<file path="src/rtl/mem_access_unit_if.sv">
// Data bus between the MEM-stage load/store engine and the memory slave.
// req/addr_ok hand off a request, data_ok returns read data or a write ack.
interface mem_access_unit_if;
  logic        req;
  logic        wr;
  logic [1:0]  size;
  logic [31:0] addr;
  logic [3:0]  wstrb;
  logic [31:0] wdata;
  logic        addr_ok;
  logic        data_ok;
  logic [31:0] rdata;

  modport master (
    output req, wr, size, addr, wstrb, wdata,
    input  addr_ok, data_ok, rdata
  );

  modport slave (
    input  req, wr, size, addr, wstrb, wdata,
    output addr_ok, data_ok, rdata
  );
endinterface

</file>
<file path="src/rtl/mem_access_unit.sv">
// MEM-stage load/store engine: issues one bus access per memory instruction,
// stalls the pipeline while it is outstanding, formats load results and store
// strobes, and keeps the bus consistent when the instruction is flushed.
//
// state | meaning
// IDLE  | no access in flight; decode, ALE detection, passthrough writeback
// REQ   | request on the bus, waiting for addr_ok
// WAIT  | request accepted, waiting for data_ok
// DONE  | result valid for one cycle, pipeline released
// DRAIN | flushed access still owes a data_ok; absorb it before reissuing
module mem_access_unit #(
  parameter bit ALIGN_CHECK = 1'b1
) (
  input  logic              clk,
  input  logic              rst,
  input  logic              exception_flush,
  input  logic [3:0]        mem_op,
  input  logic [31:0]       mem_mem_addr,
  input  logic [31:0]       mem_store_data,
  input  logic [31:0]       mem_reg_write_data,
  input  logic [4:0]        mem_reg_write_addr,
  input  logic              mem_reg_write_en,
  mem_access_unit_if.master dbus,
  output logic              pause_req,
  output logic [31:0]       wb_reg_write_data,
  output logic [4:0]        wb_reg_write_addr,
  output logic              wb_reg_write_en,
  output logic              ale_exception,
  output logic [31:0]       bad_vaddr
);

  typedef enum logic [2:0] {
    IDLE  = 3'd0,
    REQ   = 3'd1,
    WAIT  = 3'd2,
    DONE  = 3'd3,
    DRAIN = 3'd4
  } state_t;

  localparam logic [3:0] OP_LD_B  = 4'd1;
  localparam logic [3:0] OP_LD_H  = 4'd2;
  localparam logic [3:0] OP_LD_W  = 4'd3;
  localparam logic [3:0] OP_LD_BU = 4'd4;
  localparam logic [3:0] OP_LD_HU = 4'd5;
  localparam logic [3:0] OP_ST_B  = 4'd6;
  localparam logic [3:0] OP_ST_H  = 4'd7;
  localparam logic [3:0] OP_ST_W  = 4'd8;

  state_t      state;
  state_t      state_next;
  logic [31:0] load_buf;

  logic        is_load;
  logic        is_store;
  logic        mem_valid;
  logic        misaligned;
  logic [1:0]  acc_size;

  logic        bus_req;
  logic        bus_wr;
  logic [1:0]  bus_size;
  logic [31:0] bus_addr;
  logic [3:0]  bus_wstrb;
  logic [31:0] bus_wdata;

  logic [7:0]  ld_byte;
  logic [15:0] ld_half;
  logic [31:0] ld_result;

  // Decode the operation into load/store class and access size.
  always_comb begin
    is_load  = 1'b0;
    is_store = 1'b0;
    acc_size = 2'd0;
    case (mem_op)
      OP_LD_B, OP_LD_BU: begin is_load  = 1'b1; acc_size = 2'd0; end
      OP_LD_H, OP_LD_HU: begin is_load  = 1'b1; acc_size = 2'd1; end
      OP_LD_W:           begin is_load  = 1'b1; acc_size = 2'd2; end
      OP_ST_B:           begin is_store = 1'b1; acc_size = 2'd0; end
      OP_ST_H:           begin is_store = 1'b1; acc_size = 2'd1; end
      OP_ST_W:           begin is_store = 1'b1; acc_size = 2'd2; end
      default: ;
    endcase
    mem_valid  = is_load | is_store;
    misaligned = ALIGN_CHECK &&
                 (((acc_size == 2'd1) && mem_mem_addr[0]) ||
                  ((acc_size == 2'd2) && (mem_mem_addr[1:0] != 2'b00)));
  end

  // State register; reset abandons any access since the slave resets too.
  always_ff @(posedge clk or posedge rst) begin
    if (rst) state <= IDLE;
    else     state <= state_next;
  end

  // Capture read data only for an access that survives to completion.
  always_ff @(posedge clk or posedge rst) begin
    if (rst)
      load_buf <= 32'd0;
    else if ((state == WAIT) && dbus.data_ok && !exception_flush)
      load_buf <= dbus.rdata;
  end

  // Next-state logic.
  always_comb begin
    state_next = state;
    case (state)
      IDLE:  if (mem_valid && !misaligned && !exception_flush) state_next = REQ;
      REQ: begin
        if (exception_flush)   state_next = IDLE;
        else if (dbus.addr_ok) state_next = WAIT;
      end
      WAIT: begin
        if (dbus.data_ok && exception_flush) state_next = IDLE;
        else if (dbus.data_ok)               state_next = DONE;
        else if (exception_flush)            state_next = DRAIN;
      end
      DONE:  state_next = IDLE;
      DRAIN: if (dbus.data_ok) state_next = IDLE;
      default: state_next = IDLE;
    endcase
  end

  // Stall request, ALE and bus request fields.
  always_comb begin
    pause_req = 1'b0;
    case (state)
      IDLE:      pause_req = mem_valid && !misaligned && !exception_flush;
      REQ, WAIT: pause_req = 1'b1;
      DRAIN:     pause_req = mem_valid;
      default:   pause_req = 1'b0;
    endcase

    ale_exception = (state == IDLE) && mem_valid && misaligned && !exception_flush;
    bad_vaddr     = ale_exception ? mem_mem_addr : 32'd0;

    bus_req   = (state == REQ);
    bus_wr    = 1'b0;
    bus_size  = 2'd0;
    bus_addr  = 32'd0;
    bus_wstrb = 4'b0000;
    bus_wdata = 32'd0;
    if (bus_req) begin
      bus_wr   = is_store;
      bus_size = acc_size;
      bus_addr = mem_mem_addr;
      case (mem_op)
        OP_ST_B: begin
          bus_wstrb = 4'b0001 << mem_mem_addr[1:0];
          bus_wdata = {4{mem_store_data[7:0]}};
        end
        OP_ST_H: begin
          bus_wstrb = mem_mem_addr[1] ? 4'b1100 : 4'b0011;
          bus_wdata = {2{mem_store_data[15:0]}};
        end
        OP_ST_W: begin
          bus_wstrb = 4'b1111;
          bus_wdata = mem_store_data;
        end
        default: ;
      endcase
    end
  end

  // Load extraction and writeback selection.
  always_comb begin
    ld_byte   = load_buf[{mem_mem_addr[1:0], 3'b000} +: 8];
    ld_half   = load_buf[{mem_mem_addr[1], 4'b0000} +: 16];
    ld_result = load_buf;
    case (mem_op)
      OP_LD_B:  ld_result = {{24{ld_byte[7]}}, ld_byte};
      OP_LD_BU: ld_result = {24'd0, ld_byte};
      OP_LD_H:  ld_result = {{16{ld_half[15]}}, ld_half};
      OP_LD_HU: ld_result = {16'd0, ld_half};
      default:  ld_result = load_buf;
    endcase

    wb_reg_write_data = ((state == DONE) && is_load) ? ld_result : mem_reg_write_data;
    wb_reg_write_addr = mem_reg_write_addr;
    wb_reg_write_en   = mem_reg_write_en && !pause_req && !ale_exception && !exception_flush;
  end

  assign dbus.req   = bus_req;
  assign dbus.wr    = bus_wr;
  assign dbus.size  = bus_size;
  assign dbus.addr  = bus_addr;
  assign dbus.wstrb = bus_wstrb;
  assign dbus.wdata = bus_wdata;

endmodule

</file>
<file path="src/flat_wrapper.sv">
// flat-port wrapper written by rule: the top's interface ports become plain ports
module mem_access_unit_flat 
#(
  parameter bit ALIGN_CHECK = 1'b1
)
  (clk, rst, exception_flush, mem_op, mem_mem_addr, mem_store_data, mem_reg_write_data, mem_reg_write_addr, mem_reg_write_en, pause_req, wb_reg_write_data, wb_reg_write_addr, wb_reg_write_en, ale_exception, bad_vaddr, dbus_req, dbus_wr, dbus_size, dbus_addr, dbus_wstrb, dbus_wdata, dbus_addr_ok, dbus_data_ok, dbus_rdata);
  mem_access_unit_if dbus_i ();
  input  logic clk;
  input  logic rst;
  input  logic exception_flush;
  input  logic [3:0] mem_op;
  input  logic [31:0] mem_mem_addr;
  input  logic [31:0] mem_store_data;
  input  logic [31:0] mem_reg_write_data;
  input  logic [4:0] mem_reg_write_addr;
  input  logic mem_reg_write_en;
  output logic pause_req;
  output logic [31:0] wb_reg_write_data;
  output logic [4:0] wb_reg_write_addr;
  output logic wb_reg_write_en;
  output logic ale_exception;
  output logic [31:0] bad_vaddr;
  output wire logic [$bits(dbus_i.req)-1:0] dbus_req;
  output wire logic [$bits(dbus_i.wr)-1:0] dbus_wr;
  output wire logic [$bits(dbus_i.size)-1:0] dbus_size;
  output wire logic [$bits(dbus_i.addr)-1:0] dbus_addr;
  output wire logic [$bits(dbus_i.wstrb)-1:0] dbus_wstrb;
  output wire logic [$bits(dbus_i.wdata)-1:0] dbus_wdata;
  input wire logic [$bits(dbus_i.addr_ok)-1:0] dbus_addr_ok;
  input wire logic [$bits(dbus_i.data_ok)-1:0] dbus_data_ok;
  input wire logic [$bits(dbus_i.rdata)-1:0] dbus_rdata;
  assign dbus_req = dbus_i.req;
  assign dbus_wr = dbus_i.wr;
  assign dbus_size = dbus_i.size;
  assign dbus_addr = dbus_i.addr;
  assign dbus_wstrb = dbus_i.wstrb;
  assign dbus_wdata = dbus_i.wdata;
  assign dbus_i.addr_ok = dbus_addr_ok;
  assign dbus_i.data_ok = dbus_data_ok;
  assign dbus_i.rdata = dbus_rdata;
  mem_access_unit #(.ALIGN_CHECK(ALIGN_CHECK)) u_core (.clk(clk), .rst(rst), .exception_flush(exception_flush), .mem_op(mem_op), .mem_mem_addr(mem_mem_addr), .mem_store_data(mem_store_data), .mem_reg_write_data(mem_reg_write_data), .mem_reg_write_addr(mem_reg_write_addr), .mem_reg_write_en(mem_reg_write_en), .dbus(dbus_i), .pause_req(pause_req), .wb_reg_write_data(wb_reg_write_data), .wb_reg_write_addr(wb_reg_write_addr), .wb_reg_write_en(wb_reg_write_en), .ale_exception(ale_exception), .bad_vaddr(bad_vaddr));
endmodule
</file>
<file path="config.mk">
export PLATFORM = sky130hd
export DESIGN_NAME = mem_access_unit_flat
export DESIGN_NICKNAME = d
export VERILOG_FILES = /design/src/rtl/mem_access_unit_if.sv /design/src/rtl/mem_access_unit.sv /design/src/flat_wrapper.sv
export SDC_FILE = /design/constraint.sdc
export NUM_CORES = 1
export LEC_CHECK = 0
export CAP_MARGIN = 40
export CORE_AREA = 2 2 112 114
export DETAILED_ROUTE_END_ITERATION = 6
export DIE_AREA = 0 0 114 116
export PLACE_DENSITY = 0.74
export SLEW_MARGIN = 40
export SYNTH_ARGS = -nofsm -noshare
export SYNTH_HDL_FRONTEND = slang
export SYNTH_SLANG_ARGS = --single-unit
</file>
<file path="constraint.sdc">
create_clock -name clk -period 4.33 [get_ports clk]
set_input_delay 0.433 -clock clk [delete_from_list [all_inputs] [get_ports clk]]
set_output_delay 0.433 -clock clk [all_outputs]
set_load 0.03 [all_outputs]
</file>
# Yosys cells after proc, flatten, opt, wreduce, memory -nomap -nowiden
# Index checks and enable logic that the tools add are counted.
word_totals:
  ff_bits: 35
  inputBits: 143
  word_cells: 74
classes:
  eq_ne: 18
  shifts: 3
  mux: 23
  bitwise_logic: 1
  n_reduce_logical: 27
ops:
  columns: ["op", "count"]
  rows:
  - ["two-way mux 32 bit", 4]
  - ["one-hot mux 32 bit (4 select lines)", 1]
  - ["one-hot mux 32 bit (3 select lines)", 1]
  - ["variable part select 32 x 6 -> 16 bit", 1]
  - ["variable part select 32 x 6 -> 8 bit", 1]
  - ["two-way mux 3 bit", 7]
  - ["== test 4 x 3 -> 1 bit, second input constant", 4]
  - ["logical AND 1 bit", 14]
  - ["one-hot mux 3 bit (4 select lines)", 1]
  - ["one-hot mux 4 bit (3 select lines)", 1]
  - ["== test 4 x 2 -> 1 bit, second input constant", 2]
  - ["two-way mux 4 bit", 2]
  - ["== test 3 x 2 -> 1 bit, second input constant", 2]
  - ["OR reduction 3 bit", 2]
  - ["OR reduction 5 bit", 1]
  - ["== test 4 x 1 -> 1 bit, second input constant", 1]
  - ["== test 4 bit, second input constant", 1]
  - ["logical NOT 1 bit", 4]
  - ["inequality test 4 bit, second input constant", 1]
  - ["one-hot mux 2 bit (2 select lines)", 1]
  - ["AND reduction 4 bit", 1]
  - ["OR reduction 2 bit", 2]
  - ["<< shifter 1 x 2 -> 4 bit, first input constant", 1]
  - ["== test 3 x 1 -> 1 bit, second input constant", 1]
  - ["13 further kinds", 15]

# Logic depth before layout (Yosys ltp)
# Gate-level depths: netlist (run 1).
depth:
  word_depth: 14
  ltp_mapped: 7
  mapped_depth_nobuf: 4

# Worst setup path after synthesis (run 1)
# OpenSTA, ideal clock, no wires.
synth_path:
  path_kind: "in2out"
  from: "input port mem_op[0]"
  to: "output port wb_reg_write_data[13]"
  t_arrival_ps: 2186
  required_time_ps: 3897
  setup_slack_ps: 1711
  path_stages: 6
  path_cell_list: "buf_6 > o21a_1 > or3_1 > buf_2 > or4b_1 > a31oi_1"
synth_between:
  elab_chain_len: 5
  elab_cells_between_ends: 10
synth_rtl:
  columns: ["item", "line", "rtl"]
  rows:
  - ["start: declaration", "flat_wrapper.sv:11", "input logic [3:0] mem_op;"]
  - ["== test 4 x 2 -> 1 bit, or another cell as far along", "mem_access_unit.sv:75", "case (mem_op)"]
  - ["OR reduction 5 bit (no line)", null, null]
  - ["two-way mux 1 bit", "mem_access_unit.sv:75", null]
  - ["logical AND 1 bit", "mem_access_unit.sv:178", "wb_reg_write_data = ((state == DONE) && is_load) ? ld_result : mem_reg_write_data;"]
  - ["two-way mux 32 bit (*)", "mem_access_unit.sv:178", null]
  - ["end: declaration", "flat_wrapper.sv:18", "output logic [31:0] wb_reg_write_data;"]
# Every way passes the cells marked *; elsewhere a longest branch is shown, timed or not.

# Worst setup path in the final report (run 1)
layout_path:
  from: "input port mem_op[2]"
  to: "output port dbus_wdata[0]"
layout_between:
  elab_chain_len: 3
  elab_cells_between_ends: 5
layout_rtl:
  columns: ["item", "line", "rtl"]
  rows:
  - ["== test 4 bit / == test 4 x 3 -> 1 bit (equally long branches)", "mem_access_unit.sv:147", "case (mem_op)"]
  - ["one-hot mux 32 bit (3 select lines) (*)", "mem_access_unit.sv:147", null]
  - ["two-way mux 32 bit (*)", "mem_access_unit.sv:143", "if (bus_req) begin"]
  - ["end: declaration", "flat_wrapper.sv:28", "output wire logic [$bits(dbus_i.wdata)-1:0] dbus_wdata;"]
# Marked as above.

==> results of run 1 <==
-- where the power goes --
| part | total [W] | internal, W | switching, W |
|---|---|---|---|
| Combinational | 0.000804 | 0.000407 | 0.000397 |
| Clock | 0.000339 | 0.000212 | 0.000127 |
| Sequential | 0.000589 | 0.000454 | 0.000135 |
| Total | 0.00173 | 0.00107 | 0.000659 |
-- placed cells by master (no fill, tap or decap), types with 2 or more instances in the layout --
cell type | netlist | layout
sky130_fd_sc_hd__a211oi_1 | 3 | 2
sky130_fd_sc_hd__a21o_1 | 2 | 2
sky130_fd_sc_hd__a21oi_1 | 20 | 20
sky130_fd_sc_hd__a21oi_2 | 10 | 10
sky130_fd_sc_hd__a22oi_1 | 17 | 17
sky130_fd_sc_hd__a31oi_1 | 24 | 24
sky130_fd_sc_hd__and2_1 | 72 | 72
sky130_fd_sc_hd__and3b_1 | 2 | 2
sky130_fd_sc_hd__buf_12 | 0 | 5
sky130_fd_sc_hd__buf_4 | 6 | 59
sky130_fd_sc_hd__clkbuf_1 | 27 | 2
sky130_fd_sc_hd__clkbuf_16 | 0 | 5
sky130_fd_sc_hd__clkdlybuf4s50_1 | 0 | 223
sky130_fd_sc_hd__dfrtp_1 | 35 | 35
sky130_fd_sc_hd__diode_2 | 0 | 2
sky130_fd_sc_hd__inv_1 | 7 | 7
sky130_fd_sc_hd__mux2_2 | 32 | 32
sky130_fd_sc_hd__mux2i_1 | 17 | 17
sky130_fd_sc_hd__nand2_1 | 26 | 26
sky130_fd_sc_hd__nand2b_1 | 4 | 4
sky130_fd_sc_hd__nand3_1 | 11 | 11
sky130_fd_sc_hd__nand3b_1 | 2 | 2
sky130_fd_sc_hd__nor2_1 | 69 | 69
sky130_fd_sc_hd__nor2b_1 | 2 | 2
sky130_fd_sc_hd__nor3_1 | 9 | 9
sky130_fd_sc_hd__nor3b_1 | 4 | 4
sky130_fd_sc_hd__o211ai_1 | 2 | 2
sky130_fd_sc_hd__o21a_1 | 2 | 2
sky130_fd_sc_hd__o21ai_0 | 11 | 11
sky130_fd_sc_hd__or2_2 | 3 | 3
sky130_fd_sc_hd__or3_1 | 5 | 5
sky130_fd_sc_hd__or3b_2 | 2 | 2
-- flip-flops by register name, summed over array words and instances (netlist names) --
register / flops
u_core.load_buf: 32
u_core.state: 3
-- metrics by stage --
stage	setup WS, ns	utilization	hold WS (ns)	std cells	instance area [um2]
2_1_floorplan	1.71	-	0.473	460	3550
3_3_place_gp	0.719	0.529	0.484	849	6300
3_5_place_dp	0.648	0.529	0.491	849	6300
4_1_cts	0.642	0.540	0.503	857	6430
5_1_grt	0.436	0.540	0.517	857	6430
6_report	0.618	0.541	0.500	859	6440
-- Yosys cell counts (all sizes together), types with 3 or more instances --
cell type and count:
clkbuf 27, a211oi 3, dfrtp 35, buf 18
and2 72, a21oi 30, nor3b 4, mux2 32
nand2 26, o21ai 12, or2 3, a22oi 17
a31oi 24, nand2b 4, or3b 3, or3 5
nand3 11, mux2i 17, inv 7, nor3 10
nor2 69
-- how the worst min path moves through the flow --
stage                             from                  to  cells after the start
floorplan           u_core.load_buf[0]  u_core.load_buf[0]                      1
global placement    u_core.load_buf[3]  u_core.load_buf[3]                      1
detailed placement  u_core.load_buf[5]  u_core.load_buf[5]                      1
CTS                 u_core.load_buf[5]  u_core.load_buf[5]                      1
global route        u_core.load_buf[6]  u_core.load_buf[6]                      1
finish              u_core.load_buf[6]  u_core.load_buf[6]                      1
-- kinds of logic after synthesis --
family                 count (synthesis)  share of synthesized area
AND/OR/NAND/NOR                      220                      0.327
multiplexers                          50                      0.156
flip-flops                            35                      0.247
buffers and inverters                 52                     0.0708
AO/OA/AOI/OAI                        101                      0.195
XOR/XNOR                               2                    0.00493
-- layer usage --
metal / share of wire / GRT usage / vias to the layer above / wire length, um
met2: 0.52 / 0.437 / 219 / 8400
met5: 0.0017 / 0 / - / 27
met3: 0.093 / 0.0690 / 29 / 1510
met4: 0.022 / 0.0593 / 4 / 350
met1: 0.37 / 0.252 / 2075 / 5920
li1: - / - / 2104 / -
-- final cells by class --
cell class	count	area share
Sequential cell	35	0.136
Timing Repair Buffer	287	0.431
Inverter	7	0.00408
Clock inverter	1	0.000777
Tap cell	147	0.0286
Clock buffer	7	0.0206
Antenna cell	2	0.000777
Multi-Input combinational cell	373	0.378
==> flow_summary.yaml, run 1 <==
status:
  result_of_the_run: "completed"
setup_path:
  timing.critical_path.buf_inv: 3
  start_kind: "input pin"
  critical_path.startpoint: "mem_op[2]"
  critical-path-top-delay-family: "buffers and inverters"
  worstPathArrival_ns: 3.28
  critical_path.slowest_cell: "sky130_fd_sc_hd__clkdlybuf4s50_1"
  regToRegStartpoint: "u_core.state[1]"
  critical_path.endpoint_type: "output port"
  setup.reg_to_reg.worst_slack_ns: 2.55
  worst_r2r_path_depth: 4
  cp.depth: 6
  maximum_single_stage_delay_on_the_critical_path_ns: 0.68
  timing.critical_path.mode_cell: "sky130_fd_sc_hd__clkdlybuf4s50_1"
  timing.critical_path.cells: "clkdlybuf4s50_1, buf_4, nand3b_1, a21oi_1, and2_1, clkdlybuf4s50_1"
  crit_path_end: "dbus_wdata[0]"
  worstPathMaxFanout: 15
  worstReg2RegEnd: "u_core.state[0]"
  worst_ep_required_time_ns: 3.90
  crit_path_category: "in -> out"
detailed_routing:
  routed_wl_um: 16200
  drt_iter0_markers: 282
  avgViaCountPerCell: 5.16
  drtPass1Iterations: 5
  detailroute.via_count: 4431
  detail_route.drc_violations: 0
  route.detailed.wl_per_inst_um: 18.9
  route.antenna.remaining_nets: 0
grt:
  grt_first_pass_wirelength_um: 23800
  pin_count_of_the_biggest_net_entering_global_routing: 42
  via_count_of_the_first_global_routing_pass: 4276
  grt_util_all_layers: 0.231
  initial_antenna_violation_count: 4
  grt.overflow.total: 0
final_layout:
  layout_area_overhead_pct: 81.4
  fill_cells: 1096
  final_net_count: 852
  drive_gt1_frac: 0.172
  seqCellArea_um2: 876
  area_occupied_by_multi_input_gates_um2: 2440
clock_network:
  cts_root_buffer: "sky130_fd_sc_hd__clkbuf_16"
  cts_tree: "built"
  postCtsSetupRepairBufs: 0
  postCtsHoldBufs: 0
  ctsResizeCount: 0
  tritoncts_num_sinks: 35
  clk_transition_reported_paths_ns: 0.05
  clock_path_buffers: 2
  tritoncts.num_buffers: 5
  cts.htree.levels: 2
  insertion_delay_ns: 0.28
min_path:
  min_path_type: "reg -> reg"
power:
  power.density_cell_area_nw_per_um2: 269
  leakage_nw: 2.61
  power_w: 0.00173
  worst_ir_drop_vdd_mv: 0.205
floorplanning:
  dieArea_um2: 13200
  rows: 40
  core_area_um2: 11900
  floorplan.die.width_um: 114
  floorplan.die.height_um: 116
  num_io_pins: 287
  initial_core_util: 0.298
timing:
  max-slew-margin-rel: 0.465
  final.setup_skew_ns: 0.00621
  pins_over_slew_limit: 0
  clock.fmax_ghz: 0.269
  unrepaired_setup_endpoints_after_global_routing: "false"
  period_share: 0.857
  finalHoldViolations: 0
  worst-slew-pin-transition_ns: 0.802
  finalSetupViolCount: 0
  totalNegativeSetupSlack_ns: 0
  period_minus_slack_ns: 3.71
yosys:
  post_synth_instance_area_um2: 3550
  synthesis.yosys.warnings: 0
  async_reset_ff_frac: 1.00
  synth.lib_cells_used.distinct: 52
  postSynthNetCount: 603
  yosys.area.top_type_share: 0.247
  yosysTopAreaCell: "sky130_fd_sc_hd__dfrtp_1"
  most_instantiated_flip_flop_cell_in_the_synthesis_netlist: "sky130_fd_sc_hd__dfrtp_1"
  ys_seq_area_frac: 0.247
  post_synth.cell_area_avg_um2: 7.72
  yosys_register_bits: 35
  synth-edff-count: 0
  synthTopCellsByArea: "sky130_fd_sc_hd__dfrtp_1 25%, sky130_fd_sc_hd__and2_1 13%, sky130_fd_sc_hd__mux2_2 10%"
  post_synth_inst_count: 460
run:
  max-cap-violations: 0
place:
  finalWeightedCongestion: 0.880
  numPortBuffers: 276
  hpwlAfterDp_um: 13300
Power figures use the tool's default switching activity.
==> run 2: changes to the inputs <==
--- a/config.mk
+++ b/config.mk
@@ -7,3 +7,2 @@
 export LEC_CHECK = 0
-export CAP_MARGIN = 40
 export CORE_AREA = 2 2 112 114
==> constraint.sdc (replaced) <==
create_clock -name clk -period 4.33 [get_ports clk]
set_input_delay 0.866 -clock clk [delete_from_list [all_inputs] [get_ports clk]]
set_output_delay 0.866 -clock clk [all_outputs]
set_load 0.03 [all_outputs]
==> run 2 against run 1 <==
Net effect: register-to-register slack worse by 0.03 ns; clock skew decreased by 0.0023 ns; sequential cell count is the same; die area stayed put; largest power group unchanged.
==> flow_summary.yaml, run 2 (same netlist as run 1, synthesis figures left out) <==
grt:
  initial_antenna_violation_count: 5
  via_count_of_the_first_global_routing_pass: 4323
  grt_util_all_layers: 0.235
  pin_count_of_the_biggest_net_entering_global_routing: 42
  grt.overflow.total: 0
  grt_first_pass_wirelength_um: 24000
clock_network:
  tritoncts.num_buffers: 5
  cts_root_buffer: "sky130_fd_sc_hd__clkbuf_16"
  clock_path_buffers: 2
  cts_tree: "built"
  clk_transition_reported_paths_ns: 0.05
  insertion_delay_ns: 0.28
  postCtsSetupRepairBufs: 0
  ctsResizeCount: 0
  tritoncts_num_sinks: 35
  cts.htree.levels: 2
  postCtsHoldBufs: 0
setup_path:
  crit_path_category: "in -> out"
  critical_path.endpoint_type: "output port"
  timing.critical_path.buf_inv: 4
  worstPathArrival_ns: 3.31
  timing.critical_path.cells: "clkdlybuf4s50_1, buf_4, buf_4, and3b_1, o21ai_1, nand3_1, a31oi_1, clkdlybuf4s50_1"
  setup.reg_to_reg.worst_slack_ns: 2.52
  start_kind: "input pin"
  critical-path-top-delay-family: "buffers and inverters"
  maximum_single_stage_delay_on_the_critical_path_ns: 0.69
  critical_path.slowest_cell: "sky130_fd_sc_hd__clkdlybuf4s50_1"
  worstPathMaxFanout: 18
  worst_ep_required_time_ns: 3.46
  worst_r2r_path_depth: 5
  worstReg2RegEnd: "u_core.load_buf[10]"
  regToRegStartpoint: "u_core.state[2]"
final_layout:
  layout_area_overhead_pct: 83.8
  most-common-layout-cells: "188 x sky130_fd_sc_hd__clkdlybuf4s50_1, 98 x sky130_fd_sc_hd__buf_4, 72 x sky130_fd_sc_hd__and2_1, 69 x sky130_fd_sc_hd__nor2_1, 35 x sky130_fd_sc_hd__dfrtp_1"
  mostFrequentLayoutCell: "sky130_fd_sc_hd__clkdlybuf4s50_1"
  reg.largest.list: "u_core.load_buf (32), u_core.state (3)"
  final_net_count: 863
  max_flop_register: "u_core.load_buf"
  finish.utilization: 0.548
  drive_gt1_frac: 0.233
  largest_register_ff_count: 32
detailed_routing:
  route.antenna.remaining_nets: 0
  detailroute.via_count: 4460
  drtPass1Iterations: 5
  drt_iter0_markers: 263
  wl_met3_um: 1530
  route.layer.met1.wl_um: 5960
  top_layer: "met5"
  route.detailed.wl_per_inst_um: 18.8
  detail_route.drc_violations: 0
  met2WireLength_um: 8710
  avgViaCountPerCell: 5.11
  routed_wl_um: 16400
floorplanning:
  rows: 40
  dieArea_um2: 13200
  floorplan.die.height_um: 116
  floorplan.die.width_um: 114
  core_area_um2: 11900
  initial_core_util: 0.298
  num_io_pins: 287
power:
  clock_power_frac: 0.195
  intPower_w: 0.00108
  power.sequential.fraction: 0.337
  power.density_cell_area_nw_per_um2: 268
  power.combinational.fraction: 0.468
  worst_ir_drop_vdd_mv: 0.231
  switching_share: 0.381
  leakage_nw: 2.75
  power.net_switching_w: 0.000667
min_path:
  worst_min_delay_path_endpoint: "u_core.load_buf[6]"
  min_path_type: "reg -> reg"
  hold_path_stages: 1
  worst_hold_startpoint: "u_core.load_buf[6]"
place:
  placement.setup.worst_slack_ns: 0.191
  numPortBuffers: 276
  finalWeightedCongestion: 0.879
  hpwlAfterDp_um: 13300
timing:
  clock.fmax_ghz: 0.240
  finalSetupViolCount: 0
  final.setup_skew_ns: 0.00387
  worst-slew-pin-transition_ns: 0.732
  period_minus_slack_ns: 4.17
  max-slew-margin-rel: 0.512
  period_share: 0.963
  finalHoldViolations: 0
  fin_ws_ns: 0.159
  totalNegativeSetupSlack_ns: 0
  pins_over_slew_limit: 0
  unrepaired_setup_endpoints_after_global_routing: "false"
run:
  max-cap-violations: 0
status:
  result_of_the_run: "completed"
-- run 2: cell count changes in the layout (fill, tap and decap cells not counted) --
cell and change:
sky130_fd_sc_hd__diode_2 +2, sky130_fd_sc_hd__clkdlybuf4s50_1 -35, sky130_fd_sc_hd__buf_12 +7, sky130_fd_sc_hd__buf_4 +39
-- run 2: layout make-up --
type / instances / area (um2)
well taps: 147 / 184
inverters: 7 / 26.3
clock inverters: 1 / 5.00
diodes: 4 / 10.0
flip-flops and latches: 35 / 876
multi-input cells: 373 / 2440
repair buffers: 298 / 2860
clock buffers: 7 / 133
fillers: 1114 / 5380
-- run 2: worst register-to-register path, stage by stage, from the launching register on --
cell                      delay [ns]
sky130_fd_sc_hd__dfrtp_1        0.43
sky130_fd_sc_hd__or2_2          0.35
sky130_fd_sc_hd__nor2_1         0.14
sky130_fd_sc_hd__nand3_1        0.13
sky130_fd_sc_hd__buf_4          0.29
sky130_fd_sc_hd__mux2_2         0.35
-- run 2: how the worst max path moves through the flow --
| stage | start | endpoint | slack, ns | cells past startpoint |
|---|---|---|---|---|
| detailed placement | mem_op[1] | wb_reg_write_data[25] | 0.19 | 7 |
| floorplan | mem_op[0] | wb_reg_write_data[13] | 0.84 | 6 |
| global route | mem_op[1] | wb_reg_write_data[19] | 0.04 | 7 |
| CTS | mem_op[1] | wb_reg_write_data[25] | 0.17 | 7 |
| finish | mem_op[0] | wb_reg_write_data[10] | 0.16 | 8 |
| global placement | mem_op[1] | wb_reg_write_data[31] | 0.22 | 7 |
-- run 2: metrics by stage --
| stage | std cells | hold slack (ns) | area [um2] | total power (W) |
|---|---|---|---|---|
| 2_1_floorplan | 460 | 0.473 | 3550 | 0.00102 |
| 3_3_place_gp | 860 | 0.483 | 6380 | 0.00139 |
| 3_5_place_dp | 860 | 0.489 | 6380 | 0.00141 |
| 4_1_cts | 868 | 0.501 | 6520 | 0.00176 |
| 5_1_grt | 868 | 0.512 | 6520 | 0.00184 |
| 6_report | 872 | 0.499 | 6530 | 0.00175 |
-- run 2: power groups by stage --
stage / registers [W] / logic, W / clock network [W]
after global placement: 0.000585 / 0.000807 / 0
after CTS: 0.000587 / 0.000824 / 0.000352
after global routing: 0.000600 / 0.000880 / 0.000363
final: 0.000590 / 0.000820 / 0.000341
after detailed placement: 0.000592 / 0.000819 / 0
after floorplan: 0.000525 / 0.000491 / 0
-- run 2: metal layers --
| metal | vias up | GRT usage |
|---|---|---|
| li1 | 2132 | - |
| met1 | 2099 | 0.244 |
| met2 | 209 | 0.454 |
| met3 | 18 | 0.0795 |
| met4 | 2 | 0.0561 |
| met5 | - | 0 |
==> run 3: changes to the inputs <==
- TNS_END_PERCENT: default -> 5
==> results of run 3 <==
Final layout, timing and power as in run 2 (identical DEF).
